## src/rtl/u_hzd_pkg.sv

```systemverilog
// Shared types and default sizing for the integer-pipeline hazard/flush controller.
// No logic; the scoreboard and the controller both import it.
package u_pkg;

    typedef struct packed {
        logic       v;
        logic [4:0] a;
    } sb_entry_t;

    typedef enum logic {S_RUN, S_FLUSH} hzd_state_t;

    localparam int HZD_DEPTH     = 4;
    localparam int HZD_FLUSH_CYC = 2;

endpackage

```

## src/rtl/u_hzd_sb.sv

```systemverilog
// In-flight destination scoreboard: DEPTH-deep shift register, one new entry per cycle.
// Matches are combinational; an entry ages out on the edge its regfile write lands.
module u_hzd_sb
    import u_pkg::*;
#(
    parameter int DEPTH = HZD_DEPTH
) (
    input  logic        clk,
    input  logic        rst,
    input  sb_entry_t   push,
    input  logic [4:0]  rs1_a,
    input  logic [4:0]  rs2_a,
    output logic        match1,
    output logic        match2,
    output logic [31:0] busy
);

    sb_entry_t   r_slot [DEPTH];
    logic [31:0] w_busy;

    always_ff @(posedge clk) begin
        if (rst) begin
            for (int i = 0; i < DEPTH; i++) begin
                r_slot[i] <= '0;
            end
        end else begin
            r_slot[0] <= push;
            for (int i = 1; i < DEPTH; i++) begin
                r_slot[i] <= r_slot[i-1];
            end
        end
    end

    // x0 is never entered as valid, but keep bit 0 hard-zero regardless.
    always_comb begin
        w_busy = '0;
        for (int i = 0; i < DEPTH; i++) begin
            if (r_slot[i].v) begin
                w_busy[r_slot[i].a] = 1'b1;
            end
        end
        w_busy[0] = 1'b0;
    end

    assign busy   = w_busy;
    assign match1 = w_busy[rs1_a];
    assign match2 = w_busy[rs2_a];

endmodule

```

## src/rtl/u_hzd.sv

```systemverilog
// RAW stall and taken-branch flush sequencing for the in-order integer pipeline.
// All outputs combinational from state and decode inputs; decode holds while stall is high.
module u_hzd
    import u_pkg::*;
#(
    parameter int DEPTH     = HZD_DEPTH,
    parameter int FLUSH_CYC = HZD_FLUSH_CYC
) (
    input  logic        clk,
    input  logic        rst,
    input  logic        id_valid,
    input  logic [4:0]  id_rs1_a,
    input  logic [4:0]  id_rs2_a,
    input  logic        id_rs1_use,
    input  logic        id_rs2_use,
    input  logic [4:0]  id_rd_a,
    input  logic        id_rd_we,
    input  logic        exe_branch,
    output logic        stall,
    output logic        flush0,
    output logic        flush1,
    output logic [31:0] busy
);

    localparam int FCW = (FLUSH_CYC > 2) ? $clog2(FLUSH_CYC - 1) : 1;

    hzd_state_t     r_state;
    logic [FCW-1:0] r_fcnt;

    logic        w_match1;
    logic        w_match2;
    logic [31:0] w_busy;
    logic        w_hazard;
    logic        w_flush1;
    logic        w_stall;
    sb_entry_t   w_push;

    u_hzd_sb #(
        .DEPTH (DEPTH)
    ) u_sb (
        .clk    (clk),
        .rst    (rst),
        .push   (w_push),
        .rs1_a  (id_rs1_a),
        .rs2_a  (id_rs2_a),
        .match1 (w_match1),
        .match2 (w_match2),
        .busy   (w_busy)
    );

    assign w_hazard = (id_rs1_use & (id_rs1_a != 5'd0) & w_match1)
                    | (id_rs2_use & (id_rs2_a != 5'd0) & w_match2);

    // A flush wins over a hazard: the wrong-path instruction is neither stalled nor pushed.
    assign w_flush1 = exe_branch | (r_state == S_FLUSH);
    assign w_stall  = id_valid & w_hazard & ~w_flush1;

    assign w_push.v = id_valid & ~w_stall & ~w_flush1 & id_rd_we & (id_rd_a != 5'd0);
    assign w_push.a = (id_valid & ~w_stall & ~w_flush1) ? id_rd_a : 5'd0;

    // The branch cycle itself is the first squash cycle, so the counter covers the rest.
    always_ff @(posedge clk) begin
        if (rst) begin
            r_state <= S_RUN;
            r_fcnt  <= '0;
        end else begin
            case (r_state)
                S_RUN: begin
                    if (exe_branch && (FLUSH_CYC > 1)) begin
                        r_state <= S_FLUSH;
                        r_fcnt  <= FCW'(FLUSH_CYC - 2);
                    end
                end
                S_FLUSH: begin
                    if (r_fcnt == '0) begin
                        r_state <= S_RUN;
                    end else begin
                        r_fcnt <= r_fcnt - 1'b1;
                    end
                end
                default: begin
                    r_state <= S_RUN;
                    r_fcnt  <= '0;
                end
            endcase
        end
    end

    assign stall  = ~rst & w_stall;
    assign flush1 = ~rst & w_flush1;
    assign flush0 = ~rst & (w_stall | w_flush1);
    assign busy   = rst ? 32'd0 : w_busy;

endmodule

```

## config.mk

```make
export PLATFORM = sky130hd
export DESIGN_NAME = u_hzd
export DESIGN_NICKNAME = d
export VERILOG_FILES = /design/src/rtl/u_hzd_pkg.sv /design/src/rtl/u_hzd_sb.sv /design/src/rtl/u_hzd.sv
export SDC_FILE = /design/constraint.sdc
export NUM_CORES = 1
export LEC_CHECK = 0
export CORE_MARGIN = 4
export CORE_UTILIZATION = 38
export DETAILED_ROUTE_END_ITERATION = 6
export GPL_TIMING_DRIVEN = 0
export PLACE_DENSITY_LB_ADDON = 0.12
export SKIP_LAST_GASP = 1
export SLEW_MARGIN = 20
export SYNTH_ARGS = -nofsm -noshare
export SYNTH_HDL_FRONTEND = slang
export SYNTH_SLANG_ARGS = --single-unit
```

## constraint.sdc

```tcl
create_clock -name clk -period 3.9 [get_ports clk]
set_input_delay 0.585 -clock clk [delete_from_list [all_inputs] [get_ports clk]]
set_output_delay 0.585 -clock clk [all_outputs]
set_load 0.03 [all_outputs]
```

# Word level (Yosys, flattened, before mapping)
# Memory sizes are Yosys's and may differ from the RTL's.
# Cells that the tools add are included.
# word_totals
regBits	2
ram_bits	24
in_bits	22
output_inout_bits	35
word_cells	80
memories	1
# memory_table
memory	words	width	read_ports	rd_clocked_by_memory_dff	write_ports	line_no	source
u_sb.r_slot	4	6	4	0	4	u_hzd_sb.sv:18	sb_entry_t r_slot [DEPTH];
# classes
n_addsub	1
n_lt_le_gt_ge	10
eq_ne	1
muxes	31
n_bitwise	27
reduce_logical	7
# op_table
op	n
$mux W32	5
$or A32 B32 Y32	3
$lt A5 B6 Y1 const B	6
$mux W6	4
$demux W1 S5	4
$ge A5 B1 Y1 const B	4
$reduce_bool A5 Y1	3
$and A1 B1 Y1	13
$mux W1	13
$bmux W1 S5	2
$or A1 B1 Y1	7
$mux W5	1
$logic_and A1 B1 Y1	4
$not A1 Y1	4
$pmux W1 S2	2
$ne A2 B2 Y1 const B	1
$sub A1 B1 Y1 const B	1

# Longest topological paths before layout
# An unclocked memory read counts as a cell.
# depth
depth_word	24
ltp_mapped	10
mapped_depth_nobuf	8

# Hierarchy
# Synthesis repeated with hierarchy kept, for this count alone.
# unflattened
cells_unflattened	364
area_unflattened_um2	2811.4
# by_module_without_submodules
mod	n_inst	cells_each	area_per_inst_um2	seq_area_each_um2
u_hzd_sb	1	308	2433.6	480.5
u_hzd	1	56	377.9	20.0

# Least setup slack after synthesis
# Ideal clock, no wire load.
# synth_path
path_kind	register to output
from	mem u_sb.r_slot[2][4] (netlist name)
to	out stall
arrival_time_ns	2.522
t_required_ns	3.315
setup_slack_ns	0.793
stages_incl_launch_ff	9
n_path_buf	0
cell_sequence	dfxtp_1 > or4b_1 > o22ai_1 > nor3_1 > o32a_1 > a22oi_1 > or4b_4 > nor2_4 > o21a_1
# synth_rtl
item	line_no	source
from (decl)	u_hzd_sb.sv:18	
to (decl)	u_hzd.sv:19	output logic stall,

# Final worst setup path
# layout_path
from	in id_rs1_a[1]
to	out flush0
# layout_via
elab_chain_cells	8
elab_cells_between_ends	10
cone_classes	mux (2); bitwise (7); reduce/logical (1)
# layout_rtl
item	line_no	source
from (decl)	u_hzd.sv:12	input logic [4:0] id_rs1_a,
$bmux W1 S5 or $reduce_bool A5 Y1 (tied branches)	u_hzd_sb.sv:46, u_hzd.sv:51	
$mux W1 (implied by the code) or $and A1 B1 Y1 (tied branches)	u_hzd_sb.sv:46, u_hzd.sv:51	
$and A1 B1 Y1 (*)	u_hzd.sv:51	assign w_hazard = (id_rs1_use & (id_rs1_a != 5'd0) & w_match1)
$or A1 B1 Y1 (*)	u_hzd.sv:52	| (id_rs2_use & (id_rs2_a != 5'd0) & w_match2);
$and A1 B1 Y1 (*) (2 in a row)	u_hzd.sv:56	assign w_stall = id_valid & w_hazard & ~w_flush1;
$or A1 B1 Y1 (*)	u_hzd.sv:91	assign flush0 = ~rst & (w_stall | w_flush1);
$and A1 B1 Y1 (*)	u_hzd.sv:91	
to (decl)	u_hzd.sv:20	output logic flush0,
# Every way passes the cells marked *; elsewhere a longest branch is shown, timed or not. The select of a mux whose other input is x is not followed.

==> results.txt <==
* Vertical die dimension: 89.3 µm
- Of the available clock period, the critical path in the final layout requires 98.6%.
- Syn Inst Count: 361
- For the worst setup path, the data arrival time is 3.26 ns.
- Number of placement rows: 29
- Subtracting the final worst setup slack from the clock period gives 3.84 ns.
* Final setup skew: 0.00454 ns
* Startpoint type of the worst setup path: input pin
* Detailed-router iteration count before antenna repair: 5
* Area of combinational cells with multiple inputs: 1930 µm²
* Initial antenna violation count: 0
- After detailed routing, the total wire length is 10000 µm.
- Compared with the post-synthesis result, the final layout area differs by 28.9%.
- Async S/R FF share, synth: 0%
- Post-Synthesis Net Count: 383
* Vias per cell: 6.61
* Instance area after placement: 3140 µm²
* Total of fill cells in the finished design: 646
- Worst hold path type: flip-flop to flip-flop
* Status: completed
- Worst-case headroom to the max-slew limit: 61.5%
- Tightest Pin Transition: 0.570 ns
* Die area: 7970 µm²
- 57 I/O pins were placed.
- The tool flagged a number of max-cap violations equal to 0.
* Commonest cells after routing, fill and taps aside: 68 x sky130_fd_sc_hd__nor2_1, 55 x sky130_fd_sc_hd__o22ai_1, 51 x sky130_fd_sc_hd__clkdlybuf4s50_1
* Clock Tree Root: sky130_fd_sc_hd__clkbuf_8
- Average footprint of a synthesized cell: 6.95 µm²
- Global routing usage summed across all routing layers: 24.8%
* Number of sinks driven by the clock tree: 25
- Routed len/inst: 20.5 µm
- Number of different library cells in the post-synthesis netlist: 53
- Final hold analysis gives a worst-case slack of 0.422 ns.
- CTS built an H-tree with a depth of 1.
* Total power per unit cell area: 168 nW/µm²
* Crit Path Max Fanout: 10
- Of the cells placed in the final design, the portion with a size suffix greater than 1 is 10.2%.
* Worst-skew pair later-pin latency: 0.27 ns
* Number of global-route vias before repair: 2945
- The number of antenna diodes in the final layout is 0.
* Hold Vio Cnt, Final: 0
- In this run the horizontal extent of the chip is 89.3 µm.
* IO Port Bufs: 53
* DRC violation count after routing: 0
* Number of vias after detailed routing: 3231
- Summing the sequential cell areas from Yosys gives 19.9% of the chip area.
- Counting flops with a built-in enable in the synthesized netlist gives 0.
- Maximum resistive drop on vdd: 0.197 mV
- In this run the standard cell core region covers 6390 µm².
* Clock input transition at the sequential cells of the worst setup and hold paths: 0.09 ns
* Pin count of the biggest net entering global routing: 15
- Final-report setup violation count: 0
- Summed over all nets, the half-perimeter wirelength after detailed placement is 7430 µm.
* Endpoint class of the critical path: primary output
- CTS tree: built
* Cts bufs inserted: 3
* Number of warning messages in the yosys log: 0
- Post-Syn Area: 2510 µm²
- The sequential cells in the finished layout cover a total of 513 µm².
- F_max: 260 MHz
- Remaining global-route overflow: 0
* Weighted congestion reported at the end of routability-driven placement: 0.980
- First-pass GRT wire length: 15400 µm
- The synthesized design contains 25 register bits.
- Final design instance area without fill: 3240 µm²
- Crit path required time: 3.31 ns
* Final-report max-slew violation count: 0
- The analysis attributes to cell leakage a power of 0.000983 µW.
* Starting density of the core: 39.3%
- The detail route stage leaves a number of antenna-violating nets equal to 0.
* Type of the worst setup path: input pin to primary output
- After the last flow step, the layout net total stands at 435.
- First-iteration detailed-routing DRC count: 459
- Largest buffer count on any clock path: 2
- Commonest non-fill, non-tap cell in the layout: sky130_fd_sc_hd__nor2_1
- Synth Flop Type: sky130_fd_sc_hd__dfxtp_1
## report_power, final
part | internal (µW) | switching, µW
Clock | 71.5 | 83.3
Combinational | 53.7 | 69.5
Sequential | 259 | 5.77
Total | 384 | 159
## path summary, 6_finish.rpt
kind                           startpoint  slack [ns]  cells after the start                           end
max                           id_rs1_a[1]        0.06                      9                        flush0
min                    r_state$_SDFF_PP0_        0.42                      1            r_state$_SDFF_PP0_
max reg2reg  u_sb.r_slot[2][4]$_SDFF_PP0_        1.10                      9  u_sb.r_slot[0][3]$_SDFF_PP0_
min reg2reg            r_state$_SDFF_PP0_        0.42                      1            r_state$_SDFF_PP0_
## state kept, by name, summed over array words and instances, names as in the netlist
name,cells
u_sb.r_slot,24
r_state,1
## critical path, cell delays in order
cell                              delay [ns]
sky130_fd_sc_hd__clkdlybuf4s50_1        0.63
sky130_fd_sc_hd__clkbuf_2               0.30
sky130_fd_sc_hd__nor3_1                 0.09
sky130_fd_sc_hd__o21ai_0                0.33
sky130_fd_sc_hd__o311ai_1               0.19
sky130_fd_sc_hd__or4b_4                 0.57
sky130_fd_sc_hd__o22ai_1                0.13
sky130_fd_sc_hd__o22a_1                 0.14
sky130_fd_sc_hd__clkdlybuf4s15_2        0.29
## cells by family (layout without fill, tap and decap cells)
group	count (synthesis)	count (layout)	share of synthesized area, %
other cells	1	1	0.149
compound gates	101	101	27.2
simple gates	195	195	43.6
flops	25	25	19.9
mux	6	6	3.99
buf+inv	33	84	5.13
## stage by stage
step                power [µW]  setup WS [ns]  setup TNS [ns]  util (%)  instances
floorplan                  339          0.793               0         -        361
global placement           387         -0.604           -1.14      49.1        491
detailed placement         388         -0.557           -1.06      49.1        491
CTS                        539         0.0328               0      50.1        495
global route               568        -0.0418         -0.0813      50.7        489
finish                     543         0.0557               0      50.7        489
## synth_stat cells, types with 3 or more instances
master | number | area, µm²
sky130_fd_sc_hd__a22oi_1 | 6 | 45.0
sky130_fd_sc_hd__nand4b_1 | 12 | 105
sky130_fd_sc_hd__a21oi_1 | 4 | 20.0
sky130_fd_sc_hd__or4b_1 | 4 | 40.0
sky130_fd_sc_hd__clkbuf_1 | 23 | 86.3
sky130_fd_sc_hd__o22ai_1 | 59 | 369
sky130_fd_sc_hd__nand4bb_1 | 5 | 56.3
sky130_fd_sc_hd__dfxtp_1 | 25 | 500
sky130_fd_sc_hd__nand2_1 | 20 | 75.1
sky130_fd_sc_hd__nand4_1 | 4 | 25.0
sky130_fd_sc_hd__nor2_1 | 68 | 255
sky130_fd_sc_hd__mux4_2 | 3 | 67.6
sky130_fd_sc_hd__or2_2 | 3 | 18.8
sky130_fd_sc_hd__nand3_1 | 3 | 15.0
sky130_fd_sc_hd__inv_1 | 6 | 22.5
sky130_fd_sc_hd__a2111oi_0 | 3 | 26.3
sky130_fd_sc_hd__o21ai_0 | 7 | 35.0
sky130_fd_sc_hd__nor2b_1 | 26 | 163
sky130_fd_sc_hd__nor3_1 | 20 | 100
sky130_fd_sc_hd__or4bb_1 | 5 | 56.3
sky130_fd_sc_hd__nand2b_1 | 9 | 56.3
sky130_fd_sc_hd__nor3b_1 | 3 | 22.5
## final cells by class
cell class	instances	area share (%)
inverters	7	0.851
clock buffers	3	1.28
plain buffers	19	2.59
repair buffers	54	16.7
clock inverters	1	0.155
well taps	77	2.98
multi-input cells	303	59.6
flip-flops and latches	25	15.9
## repair_timing
action | in CTS | in global routing
setup buffers | 0 | 1
endpoints found under the setup margin | 2 | 2
hold buffers | 0 | 0
gates cloned | 0 | 0
gates resized for setup | 11 | 23
pin swaps | 0 | 2
## metal layers
metal	vias up	routed length (µm)	share of wire (%)	track usage, %
met5	-	0	0	0
met1	1494	4310	43	34.5
li1	1481	-	-	-
met3	36	1020	10	5.99
met2	220	4300	43	36.2
met4	0	398	4.0	11.4
No activity file was read; power rests on OpenSTA's default activity.
